<file path="src/rtl/prold_loader_pkg.sv">
`default_nettype none
// ============================================================================
//  Module   : prold_loader_pkg
//  Brief    : Shared widths and state encodings for the program-load producer.
//  Revision : 1.0 - initial release
// ============================================================================

`ifndef PROLD_LOADER_DEFS
`define PROLD_LOADER_DEFS
`define LEN_WORD       32
`define LEN_INST       32
`define LEN_PROLD_INFO 66
`endif

package prold_loader_pkg;

    localparam logic [1:0] S_LEN  = 2'd0;
    localparam logic [1:0] S_DATA = 2'd1;
    localparam logic [1:0] S_ACK  = 2'd2;
    localparam logic [1:0] S_DONE = 2'd3;

endpackage

`default_nettype wire

</file>
<file path="src/rtl/prold_loader_byte_to_word.sv">
`default_nettype none
// ============================================================================
//  Module   : byte_to_word
//  Brief    : Assembles big-endian 32-bit words from a byte strobe stream.
//  Revision : 1.0 - initial release
// ============================================================================

module byte_to_word (
    input  logic        clk,
    input  logic        rstn,
    input  logic        rx_valid,
    input  logic [7:0]  rx_data,
    input  logic        clear,
    output logic        word_valid,
    output logic [31:0] word
);

    logic [23:0] r_sh;
    logic [1:0]  r_byte_cnt;

    always_ff @(posedge clk or negedge rstn) begin
        if (!rstn) begin
            r_sh       <= '0;
            r_byte_cnt <= 2'd0;
        end else if (clear) begin
            r_byte_cnt <= 2'd0;
        end else if (rx_valid) begin
            r_sh       <= {r_sh[15:0], rx_data};
            r_byte_cnt <= r_byte_cnt + 2'd1;
        end
    end

    // The completed word is presented combinationally with its last byte.
    assign word_valid = rx_valid & ~clear & (r_byte_cnt == 2'd3);
    assign word       = {r_sh, rx_data};

endmodule

`default_nettype wire

</file>
<file path="src/rtl/prold_loader_prims.sv">
`default_nettype none
// ============================================================================
//  Module   : temp_reg / pack_prold_info
//  Brief    : Enabled output register primitive and prold_info bus packer.
//  Revision : 1.0 - initial release
// ============================================================================

module temp_reg #(
    parameter int                 WIDTH   = 1,
    parameter logic [WIDTH-1:0]   RST_VAL = '0
) (
    input  logic             clk,
    input  logic             rstn,
    input  logic             i_en,
    input  logic [WIDTH-1:0] i_d,
    output logic [WIDTH-1:0] o_q
);

    always_ff @(posedge clk or negedge rstn) begin
        if (!rstn)
            o_q <= RST_VAL;
        else if (i_en)
            o_q <= i_d;
    end

endmodule

module pack_prold_info (
    input  logic                       i_mode,
    input  logic                       i_order,
    input  logic [`LEN_WORD-1:0]       i_pc,
    input  logic [`LEN_INST-1:0]       i_data,
    output logic [`LEN_PROLD_INFO-1:0] o_info
);

    assign o_info = {i_mode, i_order, i_pc, i_data};

endmodule

`default_nettype wire

</file>
<file path="src/rtl/prold_loader.sv">
`default_nettype none
// ============================================================================
//  Module   : prold_loader
//  Brief    : Loads a UART byte-stream program image onto the prold bus.
//  Revision : 1.0 - initial release
// ============================================================================

module prold_loader
    import prold_loader_pkg::*;
#(
    parameter logic [31:0] PC_BASE  = 32'h0000_0000,
    parameter logic [7:0]  ACK_BYTE = 8'hAA
) (
    input  logic                       clk,
    input  logic                       rstn,
    input  logic                       rx_valid,
    input  logic [7:0]                 rx_data,
    output logic                       tx_valid,
    output logic [7:0]                 tx_data,
    input  logic                       tx_ready,
    input  logic                       reload,
    output logic [`LEN_PROLD_INFO-1:0] prold_info,
    output logic                       load_done
);

    logic [1:0]  r_state;
    logic [31:0] r_word_cnt;
    logic [31:0] r_pc;

    logic        r_mode;
    logic        r_order;
    logic [31:0] r_out_pc;
    logic [31:0] r_out_data;
    logic        r_tx_valid;
    logic        r_load_done;

    logic        w_take;
    logic        w_clear;
    logic        w_word_valid;
    logic [31:0] w_word;
    logic        w_hs;
    logic        w_len_zero;
    logic        w_emit;
    logic        w_last_word;

    // Bytes are only consumed while the image is being received.
    assign w_take      = rx_valid & ((r_state == S_LEN) | (r_state == S_DATA));
    assign w_clear     = (r_state == S_DONE) & reload;
    assign w_hs        = (r_state == S_ACK) & r_tx_valid & tx_ready;
    assign w_len_zero  = (r_state == S_LEN) & w_word_valid & (w_word == 32'd0);
    assign w_emit      = (r_state == S_DATA) & w_word_valid;
    assign w_last_word = w_emit & (r_word_cnt == 32'd1);

    byte_to_word u_byte_to_word (
        .clk        (clk),
        .rstn       (rstn),
        .rx_valid   (w_take),
        .rx_data    (rx_data),
        .clear      (w_clear),
        .word_valid (w_word_valid),
        .word       (w_word)
    );

    always_ff @(posedge clk or negedge rstn) begin
        if (!rstn) begin
            r_state    <= S_LEN;
            r_word_cnt <= 32'd0;
            r_pc       <= PC_BASE;
        end else begin
            case (r_state)
                S_LEN: begin
                    if (w_word_valid) begin
                        if (w_word == 32'd0) begin
                            r_state <= S_ACK;
                        end else begin
                            r_word_cnt <= w_word;
                            r_state    <= S_DATA;
                        end
                    end
                end
                S_DATA: begin
                    if (w_word_valid) begin
                        r_pc       <= r_pc + 32'd4;
                        r_word_cnt <= r_word_cnt - 32'd1;
                        if (r_word_cnt == 32'd1)
                            r_state <= S_ACK;
                    end
                end
                S_ACK: begin
                    if (w_hs)
                        r_state <= S_DONE;
                end
                S_DONE: begin
                    if (reload) begin
                        r_pc    <= PC_BASE;
                        r_state <= S_LEN;
                    end
                end
                default: r_state <= S_LEN;
            endcase
        end
    end

    temp_reg #(.WIDTH(1), .RST_VAL(1'b1)) u_mode_reg (
        .clk (clk), .rstn (rstn), .i_en (1'b1),
        .i_d (w_hs ? 1'b0 : (w_clear ? 1'b1 : r_mode)),
        .o_q (r_mode)
    );

    temp_reg #(.WIDTH(1), .RST_VAL(1'b0)) u_order_reg (
        .clk (clk), .rstn (rstn), .i_en (1'b1),
        .i_d (w_emit),
        .o_q (r_order)
    );

    temp_reg #(.WIDTH(32), .RST_VAL(PC_BASE)) u_pc_reg (
        .clk (clk), .rstn (rstn), .i_en (w_emit),
        .i_d (r_pc),
        .o_q (r_out_pc)
    );

    temp_reg #(.WIDTH(32), .RST_VAL(32'd0)) u_data_reg (
        .clk (clk), .rstn (rstn), .i_en (w_emit),
        .i_d (w_word),
        .o_q (r_out_data)
    );

    // The ack request rises together with the final order pulse, so mode
    // can fall no earlier than the cycle after that pulse.
    temp_reg #(.WIDTH(1), .RST_VAL(1'b0)) u_tx_valid_reg (
        .clk (clk), .rstn (rstn), .i_en (1'b1),
        .i_d (w_len_zero | w_last_word | (r_tx_valid & ~w_hs)),
        .o_q (r_tx_valid)
    );

    temp_reg #(.WIDTH(1), .RST_VAL(1'b0)) u_done_reg (
        .clk (clk), .rstn (rstn), .i_en (1'b1),
        .i_d (w_hs | (r_load_done & ~w_clear)),
        .o_q (r_load_done)
    );

    pack_prold_info u_pack (
        .i_mode  (r_mode),
        .i_order (r_order),
        .i_pc    (r_out_pc),
        .i_data  (r_out_data),
        .o_info  (prold_info)
    );

    assign tx_valid  = r_tx_valid;
    assign tx_data   = ACK_BYTE;
    assign load_done = r_load_done;

endmodule

`default_nettype wire

</file>
<file path="config.mk">
export PLATFORM = sky130hd
export DESIGN_NAME = prold_loader
export DESIGN_NICKNAME = d
export VERILOG_FILES = /design/src/rtl/prold_loader_pkg.sv /design/src/rtl/prold_loader_byte_to_word.sv /design/src/rtl/prold_loader_prims.sv /design/src/rtl/prold_loader.sv
export SDC_FILE = /design/constraint.sdc
export NUM_CORES = 1
export LEC_CHECK = 0
export ABC_AREA = 1
export CORE_MARGIN = 10
export CORE_UTILIZATION = 61
export DETAILED_ROUTE_END_ITERATION = 8
export PLACE_DENSITY = 0.85
export SYNTH_ARGS = -nofsm -noshare
export SYNTH_HDL_FRONTEND = slang
export SYNTH_SLANG_ARGS = --single-unit
</file>
<file path="constraint.sdc">
create_clock -name clk -period 4.55 [get_ports clk]
set_input_delay 1.1375 -clock clk [delete_from_list [all_inputs] [get_ports clk]]
set_output_delay 1.1375 -clock clk [all_outputs]
set_load 0.02 [all_outputs]
</file>
* Yosys cells after proc, flatten, opt, wreduce, memory -nomap -nowiden
Index checks and enable logic that the tools add are counted.
** Word-level totals
- Flip-flop bits (word level) :: 160
- Output and inout bits :: 76
- Logic and storage cells :: 71
- Input port bits :: 13
- Bits in latches :: 0
- ROM bits :: 0
- RAM bits :: 0
- Memories :: 0
** Operators by class
- Shift-type cells :: 0
- Magnitude comparators :: 0
- Muxes and demuxes :: 18
- Equality and inequality tests :: 11
- Reduce and logical (&&, ||, !) cells :: 10
- $mul :: 0
- Add/sub/neg operators :: 3
- Divide/modulo/power cells :: 0
- Bitwise gates (word level) :: 18
** Operator list (count)
- two-way mux 32 bit :: 5
- case mux 32 bit (2 select lines) :: 2
- adder 32 x 3 -> 32 bit (second input constant) :: 1
- == test 32 x 1 -> 1 bit (second input constant) :: 1
- logical NOT 32 bit :: 1
- subtractor 32 x 1 -> 32 bit (second input constant) :: 1
- two-way mux 2 bit :: 8
- AND 1 bit :: 12
- != test 2 bit (second input constant) :: 5
- case mux 2 bit (4 select lines) :: 1
- nonzero test 2 bit :: 4
- == test 2 bit (second input constant) :: 3
- AND reduction 5 bit :: 1
- OR 1 bit :: 4
- AND reduction 4 bit :: 1
- AND reduction 3 bit :: 1
- adder 2 x 1 -> 2 bit (second input constant) :: 1
- == test 2 x 1 -> 1 bit (second input constant) :: 1
- logical NOT 2 bit :: 1
- two-way mux 1 bit :: 2
- != test 2 x 1 -> 1 bit (second input constant) :: 1
- inverter 1 bit :: 2
- AND reduction 2 bit :: 1

* Longest topological paths before layout
Gate-level depths: netlist of run 1.
- Word-level depth :: 9
- Depth in mapped cells :: 12
- Depth with buffers taken out :: 11

* By module
A second synthesis of run 1 with hierarchy kept.
** Second synthesis, totals
- Cell total of the unflattened synthesis :: 1321
- Area total of the unflattened synthesis :: 9429.0 um2
** By module, submodules not included
- prold_loader :: seq. area each 1601.5 um2, area an instance 4966.0 um2, instances 1, cells an instance 837
- temp_reg (u_data_reg ...) :: seq. area each 800.8 um2, area an instance 1292.5 um2, instances 2, cells an instance 136
- byte_to_word :: seq. area each 650.6 um2, area an instance 1221.2 um2, instances 1, cells an instance 126
- pack_prold_info :: seq. area each 0.0 um2, area an instance 495.5 um2, instances 1, cells an instance 66
- temp_reg (u_done_reg ...) :: seq. area each 25.0 um2, area an instance 40.0 um2, instances 3, cells an instance 5
- temp_reg (u_mode_reg) :: seq. area each 26.3 um2, area an instance 41.3 um2, instances 1, cells an instance 5

* Worst setup path after synthesis of run 1
Ideal clock, no wire load.
- Path kind :: input -> register
- Start point :: input port rx_valid
- End point :: register r_pc[26]
- Cell stages on the path :: 9
- Arrival time :: 2.051 ns
- Path buffers :: 2
- Data required time :: 4.418 ns
- Library setup time :: 0.132 ns
- Setup slack :: 2.367 ns
- Cells stage by stage :: inv_1 nor2_4 nand4_4 a21oi_4 inv_2 buf_6 buf_6 nand2_1 o21ai_1
** On the way
- Word-level cells in the longest chain between the ends :: 5
** RTL lines
- start, declared :: RTL line prold_loader.sv:16 : input logic rx_valid,
- AND 1 bit :: RTL line prold_loader.sv:47 : assign w_take = rx_valid & ((r_state == S_LEN) | (r_state == S_DATA));
- AND 1 bit (2 in series) :: RTL line prold_loader_byte_to_word.sv:34 : assign word_valid = rx_valid & ~clear & (r_byte_cnt == 2'd3);
- != test 2 bit (no source line)
- AND reduction 3 bit (no source line)
- end signal, assigned :: RTL line prold_loader.sv:83 : r_pc <= r_pc + 32'd4;
- end, declared :: RTL line prold_loader.sv:28 : logic [31:0] r_pc;
No other way between the ends.
A chain may end at the register's enable or synchronous reset.

* Worst setup path in the final report of run 1
- Start point :: input port reload
- End point :: register u_tx_valid_reg.o_q
** On the way
- Word-level cells in the longest chain between the ends :: 8
- Elaborated cells on any way between the ends :: 10
- Those cells by class :: bitwise: 10
** RTL lines
- start, declared :: RTL line prold_loader.sv:21 : input logic reload,
- AND 1 bit * :: RTL line prold_loader.sv:48 : assign w_clear = (r_state == S_DONE) & reload;
- inverter 1 bit (no source line) *
- AND 1 bit * (2 in series) :: RTL line prold_loader_byte_to_word.sv:34
- AND 1 bit, on equally long branches :: RTL line prold_loader.sv:50, prold_loader.sv:51
- AND 1 bit, on equally long branches :: RTL line prold_loader.sv:50, prold_loader.sv:52
- OR 1 bit * (2 in series) :: RTL line prold_loader.sv:132 : .i_d (w_len_zero | w_last_word | (r_tx_valid & ~w_hs)),
- named net u_tx_valid_reg.i_d :: RTL line prold_loader_prims.sv:15 : input logic [WIDTH-1:0] i_d,
- end signal, assigned :: RTL line prold_loader_prims.sv:23 : o_q <= i_d;
- end, declared :: RTL line prold_loader_prims.sv:16 : output logic [WIDTH-1:0] o_q
The timed path passes the listed nets; every way through them passes the cells marked *.

==> reports/results.ini, run 1 <==
[status]
status = completed

[clock_tree]
h-tree-depth = 4
post_cts_buffers = 0
tritoncts = done
clk_pin_slew_worst_paths_ns = 0.06
cts.path.max_buffers = 2
clock-sinks = 156
clock_latency_ns = 0.43
cts_buffers = 17
cts.repair.resized = 0
cts_hold_buf = 0
ctsRootBufferMaster = clkbuf_16

[place]
globalplace.congestion = 0.990
dp_hpwl_um = 16000
io_buffers = 78
placedCellCount = 1396

[grt]
grt_pass1_vias = 7300
grt_overflow = 0
grt_use_total_pct = 25.0
top_usage_layer = met2
gr-usage-met2_pct = 36.3
use_met1_pct = 35.1
grt_max_degree = 108
met3_usage_pct = 7.66
grt_pass1_wl_um = 37500
antenna_found_initial = 0

[sta]
fin_crit_ns = 3.32
hold_violations = 0
fin_skew_ns = 0.00662
rsz0062_at_grt = false
setup_violations = 0
max_freq_mhz = 301
min_period_over_period_pct = 72.9
slew_viol_final = 0
tns_ns = 0
worst_pin_slew_ns = 0.911
max-slew-margin-rel_pct = 39.3
hold-worst-slack_ns = 0.479

[logic_synthesis]
synth_area_leader_cell = dfrtp_1
synth_cell_types = 35
ys.flop_type = dfrtp_1
synth_top_family_by_area = simple AND/OR/NAND/NOR gates
synth_cells = 1179
synth_warnings = 0
synthArstFlopShare_pct = 100
synthTopCellsByCount = nand2_1, nor2_1, dfrtp_1
ys_top_cells_by_area = dfrtp_1, nand2_1, nor2_1
synth_edf_count = 0
synth-simple-area-share_pct = 34.8
synth-compound-area-share_pct = 8.46
synthMuxAreaShare_pct = 0
syn_area_mm2 = 0.00835
ys_ff_latch = 156
syn_avg_cell_area_um2 = 7.08
yosysTopAreaCellShare_pct = 46.4
ys_seq_area_share_pct = 46.7
synthXorXnorAreaFrac_pct = 0.734
synthAdderAreaFrac_pct = 1.20
yosysMostFrequentCell = nand2_1

[die]
dieWidth_um = 137
fp-row-count = 42
initial_utilization_pct = 62.6
die_h_um = 137
io-pin-count = 89
core_mm2 = 0.0133
dieArea_mm2 = 0.0188

[final_layout]
regArea_mm2 = 0.00391
stdcell_count = 1428
nets = 1260
drive_above_1_share_pct = 4.55
n_fill_cell = 1102
area_growth_pct = 17.0
diodes = 0
multi_input_area_mm2 = 0.00381

[drt]
viasPerCell = 5.55
vias = 7924
drcViolationCount = 0
wl_per_cell_um = 15.9
dr.pass1.iters = 6
drt-total-wl_um = 22600
ant_nets = 0
drtIter0Drc = 1058

[worst_setup_path]
critPathMaxStageDelay_ns = 0.72
cp.required_ns = 4.86
crit_path_start_kind = input port
path_class = in -> reg
arrival_ns = 3.63
endpoint_kind = flop
critPathMaxFanout = 107
cp_cell_sequence = clkdlybuf4s50_1, nand2_1, nand4_4, buf_4, inv_1, nand4_1, nand3_1
crit_path_top_delay_cell = buf_4

[worst_hold_path]
hp-class = reg -> reg

[job]
max_cap_violations = 0

[power_and_ir_drop]
irDropWorstVdd_v = 0.000405
p_per_area_mw_per_mm2 = 684
p_leak_nw = 4.70

-- worst max-delay path: cells and delay by family --
family                 cells  cell delay [ns]
buffers and inverters      3             1.79
AND/OR/NAND/NOR            4             0.65
-- logic make-up (layout without fill, tap and decap cells) --
logic type | count (synthesis) | in the layout
buf+inv | 152 | 217
other cells | 2 | 10
compound gates | 133 | 133
fa+ha+maj | 8 | 8
simple gates | 721 | 721
flops | 156 | 156
xor+xnor | 7 | 7
-- worst paths after layout --
kind	cells past startpoint	end	from	slack, ns
worst min-delay path	2	u_done_reg.o_q	u_done_reg.o_q	0.48
min in group asynchronous	1	u_pc_reg.o_q[3]	rstn	0.71
max in group asynchronous	2	u_pc_reg.o_q[24]	rstn	2.93
worst min register to register	2	u_done_reg.o_q	u_done_reg.o_q	0.48
worst max-delay path	7	u_tx_valid_reg.o_q	reload	1.23
worst max register to register	9	u_tx_valid_reg.o_q	r_state[1]	1.49
-- sequential cells by signal, indices dropped and copies added, names as in the netlist, 2 cells and up --
name and count:
r_word_cnt 32, u_data_reg.o_q 32, r_pc 30, u_pc_reg.o_q 30
u_byte_to_word.r_sh 24, r_state 2, u_byte_to_word.r_byte_cnt 2
-- layout make-up --
class,instances,area share (%)
well taps,176,2.25
flip-flops and latches,156,40.0
clock inverters,10,1.38
multi-input cells,879,39.0
clock buffers,22,4.96
repair buffers,86,8.62
inverters,99,3.80
-- per-layer routing --
metal / part of all wire, % / vias to the layer above
met5: 0 / -
met4: 1.7 / 0
met3: 11 / 34
met2: 44 / 377
met1: 44 / 3701
li1: - / 3812
-- where the power goes --
| part | switching, W | internal (W) | total (W) | leakage [nW] |
|---|---|---|---|---|
| clock | 0.000567 | 0.000919 | 0.00149 | 0.306 |
| combinational | 0.00171 | 0.000990 | 0.00270 | 2.37 |
| sequential | 0.000560 | 0.00193 | 0.00249 | 2.03 |
-- metrics by stage --
| stage | total power [W] | worst slack [ns] | util (%) | instance area [um^2] |
|---|---|---|---|---|
| 4_1_cts | 0.00668 | 1.29 | 73.2 | 9770 |
| 3_5_place_dp | 0.00515 | 0.833 | 68.6 | 9150 |
| 5_1_grt | 0.00716 | 1.04 | 73.2 | 9770 |
| 3_3_place_gp | 0.00508 | 0.935 | 68.6 | 9150 |
| 2_1_floorplan | 0.00416 | 2.37 | - | 8380 |
| 6_report | 0.00668 | 1.23 | 73.2 | 9770 |
-- placed cells by master, fill, tap and decap left out, types with 2 or more instances in the layout --
master,count
inv_1,96
nand3_1,87
xor2_1,6
o21bai_1,2
clkdlybuf4s50_1,77
bufinv_16,3
o21ai_1,10
nand4_1,15
clkinv_2,4
buf_4,8
conb_1,10
nor3_1,2
or2_2,2
nor2_2,2
o21ai_2,5
dfrtp_1,155
nand2_1,437
clkbuf_8,4
inv_2,2
nand3b_1,3
o21ai_0,105
clkbuf_16,17
a21oi_1,7
ha_1,7
nor2_1,170
No activity file was read; power rests on OpenSTA's default activity.
==> run 2, diff against run 1 <==
Settings changed: CORE_UTILIZATION 61 to 57, PLACE_DENSITY 0.85 to 0.8.
Clock period 4.55 ns to 3.2 ns, I/O delays scaled along.
==> run 2 against run 1 <==
- final area increased by 0.87%
- sequential share of layout area down 0.35 points
- critical path depth up 2
- via count fell by 1.2%
- critical path type is now reg -> reg
- highest routed layer unchanged
==> reports/results.ini, run 2 (synthesis gave the netlist of run 1 again) <==
[status]
status = completed

[worst_setup_path]
timing.rr.end = u_tx_valid_reg.o_q
r2r_cells = 9
crit_path_start_kind = flop
reg2reg_from = r_state[1]
arrival_ns = 2.81
rrSetupSlack_ns = 0.75
cp.required_ns = 3.56
path_class = reg -> reg
endpoint_kind = flop
critPathMaxFanout = 27

[drt]
ant_nets = 0
drt-total-wl_um = 23600
drcViolationCount = 0
viasPerCell = 5.43
wl_per_cell_um = 16.3
drtIter0Drc = 800
dr.pass1.iters = 6
vias = 7826

[sta]
fin_crit_ns = 2.45
tns_ns = 0
min_period_over_period_pct = 76.6
fin_skew_ns = 0.00859
slew_viol_final = 0
worst_pin_slew_ns = 0.789
hold_violations = 0
max-slew-margin-rel_pct = 47.3
rsz0062_at_grt = false
setup_violations = 0
max_freq_mhz = 408

[die]
io-pin-count = 89
fp-row-count = 44
core_mm2 = 0.0144
die_h_um = 141
dieWidth_um = 141
dieArea_mm2 = 0.0199
initial_utilization_pct = 57.9

[final_layout]
drive_above_1_share_pct = 4.93
postLayoutCellArea_mm2 = 0.00986
diodes = 0
stdcell_count = 1442
final_common_cell = nand2_1
nets = 1266
area_growth_pct = 18.0
final_cell_mix = nand2_1, nor2_1, dfrtp_1
largest_registers = r_word_cnt (32), u_data_reg.o_q (32)

[grt]
grt_use_total_pct = 23.9
antenna_found_initial = 0
grt_pass1_wl_um = 38400
grt_overflow = 0
grt_max_degree = 62
grt_pass1_vias = 7252

[clock_tree]
cts.path.max_buffers = 2
post_cts_buffers = 0
clock_latency_ns = 0.44
clock-sinks = 156
cts.repair.resized = 0
tritoncts = done
ctsRootBufferMaster = clkbuf_16
cts_buffers = 17
cts_hold_buf = 0
clk_pin_slew_worst_paths_ns = 0.06
h-tree-depth = 4

[place]
globalplace.congestion = 0.941
dp_hpwl_um = 17000
io_buffers = 78
placedCellCount = 1410
placed_area_mm2 = 0.00922

[power_and_ir_drop]
p_per_area_mw_per_mm2 = 980
irDropWorstVdd_v = 0.000611
p_total_w = 0.00966
p_leak_nw = 4.73

[job]
max_cap_violations = 0

[worst_hold_path]
hp-class = in -> async

-- run 2: cell types whose count changed in the layout (fill, tap and decap cells not counted) --
cell	change
bufinv_16	+1
clkbuf_8	-1
buf_12	+1
clkinvlp_4	+1
buf_4	+5
clkbuf_1	+1
clkinv_2	-2
-- run 2: final cells by class --
cell class,instances,area (um^2)
Clock buffer,22,474
Clock inverter,10,163
Fill cell,1214,4570
Inverter,99,372
Multi-Input combinational cell,879,3810
Sequential cell,156,3910
Tap cell,184,230
Timing Repair Buffer,92,900
-- run 2: worst max-delay path: stages (launching register included) --
cell and delay [ns]:
dfrtp_1 0.41, inv_1 0.10, ha_2 0.18, buf_4 0.30, nor2_2 0.10, nor2_4 0.15, nand4_4 0.13, inv_1 0.56
nand4_1 0.30, nand3_1 0.15
-- run 2: worst max path at each step --
stage / depth (start not counted) / to / slack (ns) / startpoint
detailed placement: 7 / u_tx_valid_reg.o_q / 0.54 / rx_valid
floorplan: 9 / r_pc[26] / 1.35 / rx_valid
global placement: 7 / u_tx_valid_reg.o_q / 0.54 / rx_valid
global route: 9 / u_tx_valid_reg.o_q / 0.60 / r_state[1]
CTS: 9 / u_tx_valid_reg.o_q / 0.78 / r_state[1]
finish: 9 / u_tx_valid_reg.o_q / 0.75 / r_state[1]
-- run 2: power by group --
group	total (W)	switching, W	leakage (nW)	internal [W]
sequential	0.00354	0.000792	2.03	0.00275
clock	0.00219	0.000823	0.307	0.00137
combinational	0.00393	0.00250	2.40	0.00143
-- run 2: per-stage QoR --
step | hold WS (ns) | setup slack (ns) | util (%)
detailed placement | 0.466 | 0.542 | 63.9
CTS | 0.355 | 0.780 | 68.3
global placement | 0.460 | 0.540 | 63.9
global route | 0.369 | 0.598 | 68.3
floorplan | 0.446 | 1.35 | -
finish | 0.335 | 0.750 | 68.3
-- run 2: metal layers --
metal	share of wire (%)	track usage [%]
met1	46	33.4
met2	44	35.2
met3	7.9	6.08
met4	2.1	8.04
met5	0	0
==> run 3, diff against run 2 <==
Clock period 3.2 ns to 2.57 ns, I/O delays scaled along.
==> run 3 against run 2 <==
- final area fell by 0.36%
- combinational power rose by 24%
- via count fell by 0.50%
- flip-flop and latch count did not move
- cell count rose by 0.14%
- sequential power rose by 24%
- highest routed layer unchanged
- first-iteration DRC count rose by 0.88%
- wire length fell by 2.2%
- sequential share of layout area rose by 0.14 points
- core utilization fell by 0.24 points
- non-clock buffer count rose by 4
- worst hold slack got worse by 0.14 ns
==> reports/results.ini, run 3 (synthesis gave the netlist of run 1 again) <==
[clock_tree]
cts.path.max_buffers = 2
cts_hold_buf = 0
clk_pin_slew_worst_paths_ns = 0.06
ctsRootBufferMaster = clkbuf_16
tritoncts = done
clock-sinks = 156
h-tree-depth = 4
cts.repair.resized = 0
cts_buffers = 17
post_cts_buffers = 0
clock_latency_ns = 0.43

[final_layout]
diodes = 0
final_cell_mix = nand2_1, nor2_1, dfrtp_1
nets = 1270
drive_above_1_share_pct = 4.92
final_common_cell = nand2_1
stdcell_count = 1444
largest_registers = r_word_cnt (32), u_data_reg.o_q (32)
area_growth_pct = 17.6

[grt]
antenna_found_initial = 0
grt_pass1_wl_um = 38600
grt_max_degree = 85
grt_overflow = 0
grt_use_total_pct = 23.7
grt_pass1_vias = 7421

[place]
placedCellCount = 1414
globalplace.congestion = 0.965
io_buffers = 78
dp_hpwl_um = 16800

[drt]
drtIter0Drc = 807
drcViolationCount = 0
wl_per_cell_um = 16.0
dr.pass1.iters = 6
drt-total-wl_um = 23000
vias = 7787
viasPerCell = 5.39
ant_nets = 0

[die]
fp-row-count = 44
initial_utilization_pct = 57.9
io-pin-count = 89
die_h_um = 141
dieArea_mm2 = 0.0199
dieWidth_um = 141
core_mm2 = 0.0144

[sta]
setup_violations = 0
max_freq_mhz = 436
hold_violations = 0
rsz0062_at_grt = false
fin_skew_ns = 0.00784
worst_pin_slew_ns = 0.786
fin_crit_ns = 2.30
tns_ns = 0
min_period_over_period_pct = 89.3
max-slew-margin-rel_pct = 47.5
slew_viol_final = 0

[power_and_ir_drop]
p_leak_nw = 4.73
p_per_area_mw_per_mm2 = 1190
irDropWorstVdd_v = 0.000746

[worst_setup_path]
cp.required_ns = 2.84
arrival_ns = 2.57
crit_path_start_kind = flop
path_class = reg -> reg
endpoint_kind = flop
cp_cell_sequence = ha_1, nand2_1, nand4_4, a21oi_4, inv_2, o21ai_0
critPathMaxFanout = 48
crit_path_top_delay_cell = inv_2
rrSetupSlack_ns = 0.27
critPathMaxStageDelay_ns = 0.58
cp_top_family = buffers and inverters
cp_num_buf_inv = 1

[status]
status = completed

[worst_hold_path]
hp-class = in -> async

[job]
max_cap_violations = 0

[run 3: report_power, final]
part | total, W | internal (W) | switching, W
Clock | 0.00244 | 0.00147 | 0.000973
Sequential | 0.00440 | 0.00342 | 0.000977
Combinational | 0.00486 | 0.00180 | 0.00306
[run 3: area by class of cell]
| type | instances | area [um^2] |
|---|---|---|
| Fill cell | 1237 | 4600 |
| Multi-Input combinational cell | 879 | 3810 |
| Inverter | 99 | 372 |
| Timing Repair Buffer | 96 | 942 |
| Tap cell | 184 | 230 |
| Clock inverter | 7 | 91.3 |
| Sequential cell | 156 | 3910 |
| Clock buffer | 23 | 468 |
[run 3: through the flow]
| step | utilization [%] | total power (W) | cell area [um^2] | hold slack, ns | setup slack [ns] |
|---|---|---|---|---|---|
| 2_1_floorplan | - | 0.00736 | 8380 | 0.347 | 0.788 |
| 3_3_place_gp | 64.2 | 0.00908 | 9260 | 0.464 | 0.147 |
| 3_5_place_dp | 64.2 | 0.00921 | 9260 | 0.466 | 0.0397 |
| 4_1_cts | 68.1 | 0.0117 | 9820 | 0.209 | 0.295 |
| 5_1_grt | 68.1 | 0.0126 | 9820 | 0.233 | 0.0834 |
| 6_report | 68.1 | 0.0117 | 9820 | 0.195 | 0.274 |
[run 3: worst paths after layout]
| kind | cells past startpoint | from | end |
|---|---|---|---|
| min in group clk | 2 | u_pc_reg.o_q[2] | u_pc_reg.o_q[2] |
| worst max register to register | 6 | r_state[1] | r_pc[16] |
| worst min register to register | 2 | u_pc_reg.o_q[2] | u_pc_reg.o_q[2] |
| worst min-delay path | 1 | rstn | u_pc_reg.o_q[4] |
| max in group asynchronous | 2 | rstn | u_mode_reg.o_q |
| worst max-delay path | 6 | r_state[1] | r_pc[16] |
[run 3: per-layer routing]
metal	up-vias	part of all wire (%)	GRT usage, %
li1	3820	-	-
met1	3599	44	32.7
met2	327	45	35.6
met3	41	9.1	6.68
met4	0	1.6	6.58
met5	-	0	0
